File: src/rtl/reg_dump_unit.sv
// reg_dump_unit: walks the SR2 read port through R0..R(NUM_REGS-1) and streams
// each value over valid/ready, optionally followed by a 16-bit wrap-around checksum.
module reg_dump_unit #(
    parameter int NUM_REGS = 8,
    parameter bit EMIT_SUM = 1'b1
) (
    input  logic        Clk,
    input  logic        Reset,
    input  logic        start_i,
    output logic        busy_o,
    output logic        done_o,
    output logic [2:0]  rf_sel_o,
    input  logic [15:0] rf_data_i,
    output logic        out_valid_o,
    input  logic        out_ready_i,
    output logic [15:0] out_data_o,
    output logic [3:0]  out_idx_o,
    output logic        out_last_o
);
    typedef enum logic [2:0] {IDLE, FETCH, SEND, SUM, DONE} state_t;

    localparam logic [2:0] LAST = 3'(NUM_REGS - 1);

    state_t      state_q, state_d;
    logic [2:0]  idx_q, idx_d;
    logic [15:0] sum_q, sum_d;
    logic        valid_q, valid_d;
    logic [15:0] data_q, data_d;
    logic [3:0]  oidx_q, oidx_d;
    logic        last_q, last_d;

    always_ff @(posedge Clk) begin
        if (Reset) begin
            state_q <= IDLE;
            idx_q   <= '0;
            sum_q   <= '0;
            valid_q <= 1'b0;
            data_q  <= '0;
            oidx_q  <= '0;
            last_q  <= 1'b0;
        end else begin
            state_q <= state_d;
            idx_q   <= idx_d;
            sum_q   <= sum_d;
            valid_q <= valid_d;
            data_q  <= data_d;
            oidx_q  <= oidx_d;
            last_q  <= last_d;
        end
    end

    always_comb begin
        state_d = state_q;
        idx_d   = idx_q;
        sum_d   = sum_q;
        valid_d = valid_q;
        data_d  = data_q;
        oidx_d  = oidx_q;
        last_d  = last_q;
        case (state_q)
            IDLE: if (start_i) begin
                state_d = FETCH;
                idx_d   = '0;
                sum_d   = '0;
            end
            FETCH: begin
                data_d  = rf_data_i;
                oidx_d  = {1'b0, idx_q};
                sum_d   = sum_q + rf_data_i;
                valid_d = 1'b1;
                last_d  = (idx_q == LAST) && !EMIT_SUM;
                state_d = SEND;
            end
            SEND: if (out_ready_i) begin
                if (idx_q != LAST) begin
                    idx_d   = idx_q + 3'd1;
                    valid_d = 1'b0;
                    state_d = FETCH;
                end else if (EMIT_SUM) begin
                    // checksum follows the last register with no bubble
                    data_d  = sum_q;
                    oidx_d  = 4'd8;
                    last_d  = 1'b1;
                    state_d = SUM;
                end else begin
                    valid_d = 1'b0;
                    last_d  = 1'b0;
                    state_d = DONE;
                end
            end
            SUM: if (out_ready_i) begin
                valid_d = 1'b0;
                last_d  = 1'b0;
                state_d = DONE;
            end
            DONE:    state_d = IDLE;
            default: state_d = IDLE;
        endcase
    end

    assign busy_o      = state_q != IDLE;
    assign done_o      = state_q == DONE;
    assign rf_sel_o    = (state_q == IDLE) ? 3'd0 : idx_q;
    assign out_valid_o = valid_q;
    assign out_data_o  = data_q;
    assign out_idx_o   = oidx_q;
    assign out_last_o  = last_q;
endmodule

File: config.mk
export PLATFORM = sky130hd
export DESIGN_NAME = reg_dump_unit
export DESIGN_NICKNAME = d
export VERILOG_FILES = /design/src/rtl/reg_dump_unit.sv
export SDC_FILE = /design/constraint.sdc
export NUM_CORES = 1
export LEC_CHECK = 0
export ABC_AREA = 0
export BUFFER_PORTS_ARGS = -buffer_cell sky130_fd_sc_hd__buf_2
export CORE_MARGIN = 2
export CORE_UTILIZATION = 35
export DETAILED_ROUTE_END_ITERATION = 10
export GPL_ROUTABILITY_DRIVEN = 0
export PLACE_DENSITY = 0.56
export SLEW_MARGIN = 40
export SYNTH_ARGS = -nofsm -noshare
export SYNTH_HDL_FRONTEND = slang
export SYNTH_SLANG_ARGS = --single-unit
export TNS_END_PERCENT = 50
File: constraint.sdc
create_clock -name Clk -period 2.73 [get_ports Clk]
set_input_delay 0.4095 -clock Clk [delete_from_list [all_inputs] [get_ports Clk]]
set_output_delay 0.4095 -clock Clk [all_outputs]
set_load 0.05 [all_outputs]
# Word level (Yosys, flattened, before mapping)
# Cells that the tools add are included.
word_totals:
  in_bits: 20
  latch_bits: 0
  mem_bits_ro: 0
  regBits: 44
  n_memories: 0
  mem_bits_rw: 0
classes:
  n_lt_le_gt_ge: 0
  reduce_logical: 12
  addsub: 2
  n_shift: 0
  n_div: 0
  mux: 25
  n_eq_ne: 10
  mul: 0
  bitwise: 0
op_table:
  columns: ["op", "n"]
  rows:
  - ["$pmux W16 S2", 2]
  - ["$mux W16", 3]
  - ["$mux W3", 7]
  - ["$add A16 B16 Y16", 1]
  - ["$pmux W3 S4", 1]
  - ["$reduce_and A4 Y1", 3]
  - ["$ne A2 B2 Y1 const B", 5]
  - ["$mux W4", 2]
  - ["$pmux W4 S2", 1]
  - ["$eq A3 B2 Y1 const B", 2]
  - ["$pmux W1 S3", 2]
  - ["$pmux W3 S2", 1]
  - ["$reduce_and A3 Y1", 2]
  - ["$reduce_bool A2 Y1", 3]
  - ["$reduce_bool A3 Y1", 2]
  - ["$mux W1", 5]
  - ["$add A3 B1 Y3 const B", 1]
  - ["$eq A3 B1 Y1 const B", 1]
  - ["$eq A3 B3 Y1 const B", 1]
  - ["$logic_not A3 Y1", 1]
  - ["$ne A3 B3 Y1 const B", 1]
  - ["$mux W2", 1]
  - ["$reduce_and A2 Y1", 1]

# Logic depth before layout (Yosys ltp)
logic_depth:
  word_depth: 4
  depth_mapped: 9
  mapped_depth_nobuf: 9

# Worst setup path before layout
# Ideal clock, no wire load.
synth_path:
  path_type: "input -> register"
  from: "in rf_data_i[0]"
  to: "reg sum_q[10]"
  path_slack_ns: 0.598
  required_time_ns: 2.613
  path_stages: 9
  setup_ns: 0.117
  arrival_ns: 2.014
  path_buffers: 0
  cell_sequence: "ha_1 inv_1 fa_1 nor2b_1 o31ai_4 a211oi_2 o21a_1 o21ai_0 a32o_1"
synth_between:
  elab_chain_len: 2
synth_rtl:
  columns: ["item", "line_no", "text"]
  rows:
  - ["from (decl)", "13", "input logic [15:0] rf_data_i,"]
  - ["$add A16 B16 Y16", "69", "sum_d = sum_q + rf_data_i;"]
  - ["$pmux W16 S2", "60", "case (state_q)"]
  - ["to (signal assigned)", "44", "sum_q <= sum_d;"]
  - ["to (decl)", "26", "logic [15:0] sum_q, sum_d;"]
# Every way passes these cells.
# A chain may end at the register's enable or synchronous reset.

# Worst setup path in the final report
layout_path:
  from: "reg sum_q[0]"
  to: "reg sum_q[10]"
layout_between:
  elab_chain_len: 2
layout_rtl:
  columns: ["item", "line_no"]
  rows:
  - ["$add A16 B16 Y16", "69"]
  - ["$pmux W16 S2", "60"]
# Every way passes these cells.

==> out/results.ini <==
[worst_setup_path]
crit-reg2reg-launch = sum_q[0]
slowest_delay_ns = 0.41
endpoint_kind = register
path_cells = ha_1, inv_1, fa_1, nor2b_1, o31ai_4, a211oi_2, o21a_1, o21ai_0, a32o_1
cp.depth = 9
startpoint_type = register
crit_required_ns = 2.93
crit_type = register to register
rr_endpoint = sum_q[10]
path_buf_inv = 1
rrSetupSlack_ns = 0.42
crit_arrival_ns = 2.51
critPathSlowestCell = fa_1
path_delay_family = compound AO/OA/AOI/OAI gates
worstSetupStartpoint = sum_q[0]
cp_max_fo = 4
critPathCapture = sum_q[10]
reg2reg_depth = 9

[global_routing]
track_usage = 0.1662
grt_pass1_wl_um = 11360
grt_pass1_vias = 2296
antenna_found_initial = 0
gr-total-overflow = 0
grt_max_degree = 33

[timing]
grt_setup_unrepaired = no
fin_crit_ns = 2.310
fin_setup_tns_ns = 0
finalMaxSlewViolations = 0
hold_violations = 0
slew_headroom = 0.5369
worstMarginPinSlew_ns = 0.6921
setup_viol = 0
max_freq_ghz = 0.4328
hold_ws_ns = 0.3854
fin_worst_skew_ns = 0.008916
fin_crit_sh = 0.8463

[cells_and_area]
layout-drive-gt1-share = 0.1816
fillers = 781
area_growth_pct = 15.18
seq_area_um2 = 880.8
num-nets-final = 417
stdcell_area_um2 = 3104
multi_input_area_um2 = 1702
insertedDiodeCount = 0

[logic_synthesis]
yosysMostFrequentCell = nand2_1
yosysTopAreaCellShare = 0.3268
synthMuxAreaShare = 0.007428
ys_ff_latch = 44
netlist_area_um2 = 2695
synth_simple_gate_area_share = 0.2358
yosys_warnings = 0
synthAdderAreaFrac = 0.08635
yosys-top-cells-area = dfxtp_1 33%, ha_1 7.9%, nand2_1 7.5%
yosysTopAreaCell = dfxtp_1
syn_inst = 338
synth_ff_type = dfxtp_1
synth_xor_area_frac = 0.02600
synthTopCellsByCount = 54 x nand2_1, 44 x dfxtp_1, 43 x nor2_1
async_flop_share = 0
syn_area_per_cell_um2 = 7.974
synth_compound_area_frac = 0.2758
synth-edff-count = 0
yosysSeqAreaShare = 0.3268
synth_nets = 376
synth.distinct_cells = 53
synth_top_family_by_area = compound AO/OA/AOI/OAI gates

[power_and_ir_drop]
ir_drop_uv = 189.3
p_leak_nw = 1.297
total_power_mw = 1.700
power_density_nw_per_um2 = 547.7

[drt]
wl_per_cell_um = 14.45
antenna_left = 0
num_vias = 2564
firstDrtPassIters = 4
first_iter_violations = 95
viasPerCell = 5.353
drt_wl_total_um = 6920
drc = 0

[die]
die_w_um = 91.75
num_io_pins = 47
dieArea_um2 = 8418
die_h_um = 91.75
core_um2 = 7370
std_cell_rows = 31
start_util = 0.3657

[clock_network]
htree_levels = 2
clk_pin_slew_worst_paths_ns = 0.09
cts_root_buf = clkbuf_8
cts_tree = yes
cts_setup_buffers = 0
cts.sinks = 44
insertion_delay_ns = 0.30
cts-buffers-inserted = 5
ctsHoldBuffers = 0
cts_buffer_depth = 2
cts_resized = 0

[place]
dp_hpwl_um = 5221
place_area_um2 = 2997
numPortBuffers = 46

[hold_path]
hp-class = input pin to register

[outcome]
status = finished clean

[run]
cap_viol_max_count = 0

-- per-stage QoR --
step / util / std cells / setup slack, ns
5_1_grt: 0.4212 / 479 / 0.2763
3_5_place_dp: 0.4066 / 471 / 0.3149
6_report: 0.4212 / 479 / 0.4197
2_1_floorplan: - / 338 / 0.5985
3_3_place_gp: 0.4066 / 471 / 0.3893
4_1_cts: 0.4212 / 479 / 0.4345
-- worst min-delay path: cells and delay by family --
kind / cells / cell delay [ns]
simple gates: 1 / 0.05
compound gates: 1 / 0.08
buf+inv: 1 / 0.11
-- report_power, final --
| part | leakage, nW | switching, mW | internal, mW |
|---|---|---|---|
| registers | 0.359 | 0.0370 | 0.689 |
| logic | 0.883 | 0.313 | 0.164 |
| clock network | 0.0552 | 0.225 | 0.272 |
-- cell usage in the layout (no fill, tap or decap), types with 5 or more instances in the layout --
cell type,netlist,layout
a21oi_1,25,25
ha_1,17,17
buf_2,6,46
nand3_1,10,10
a311oi_1,15,15
and2_1,5,5
a21o_1,5,5
o21ai_0,15,15
o21a_1,5,5
nor2b_1,7,7
a22oi_1,5,5
nand2_1,54,54
dfxtp_1,44,44
clkbuf_8,0,5
inv_1,8,8
nor2_1,43,43
-- state kept, by name, indices dropped and copies added (netlist names) --
register,count
state_q,3
out_valid_o,1
out_idx_o,4
out_data_o,16
out_last_o,1
sum_q,16
idx_q,3
-- how the worst min path moves through the flow --
stage                                 to          start  slack [ns]  cells after the start
after global routing       out_data_o[3]   rf_data_i[3]        0.38                      3
after CTS                 out_data_o[10]  rf_data_i[10]        0.37                      3
final                     out_data_o[11]  rf_data_i[11]        0.39                      3
after global placement      out_idx_o[2]   out_idx_o[2]        0.44                      2
after detailed placement    out_idx_o[1]   out_idx_o[1]        0.44                      2
after floorplan                sum_q[13]      sum_q[13]        0.45                      2
-- area by class of cell --
cell class | count | area share
Multi-Input combinational cell | 270 | 0.5482
Tap cell | 99 | 0.03990
Inverter | 8 | 0.009674
Clock buffer | 6 | 0.02338
Sequential cell | 44 | 0.2838
Timing Repair Buffer | 50 | 0.08384
Clock inverter | 2 | 0.01129
-- metal layers --
layer  vias up  wire, um  global-route usage
met1      1204      3343              0.2291
met5         -         0                   0
met2        56      3287              0.2684
met3         2       261             0.02712
met4         0        27             0.04602
li1       1302         -                   -
-- kinds of logic after synthesis --
kind of cell | after synthesis
AND/OR/NAND/NOR | 139
AO/OA/AOI/OAI | 103
flip-flops | 44
buffers and inverters | 24
adder cells (fa/ha/maj) | 18
XOR/XNOR | 8
multiplexers | 2
(Power assumes the default switching activity.)
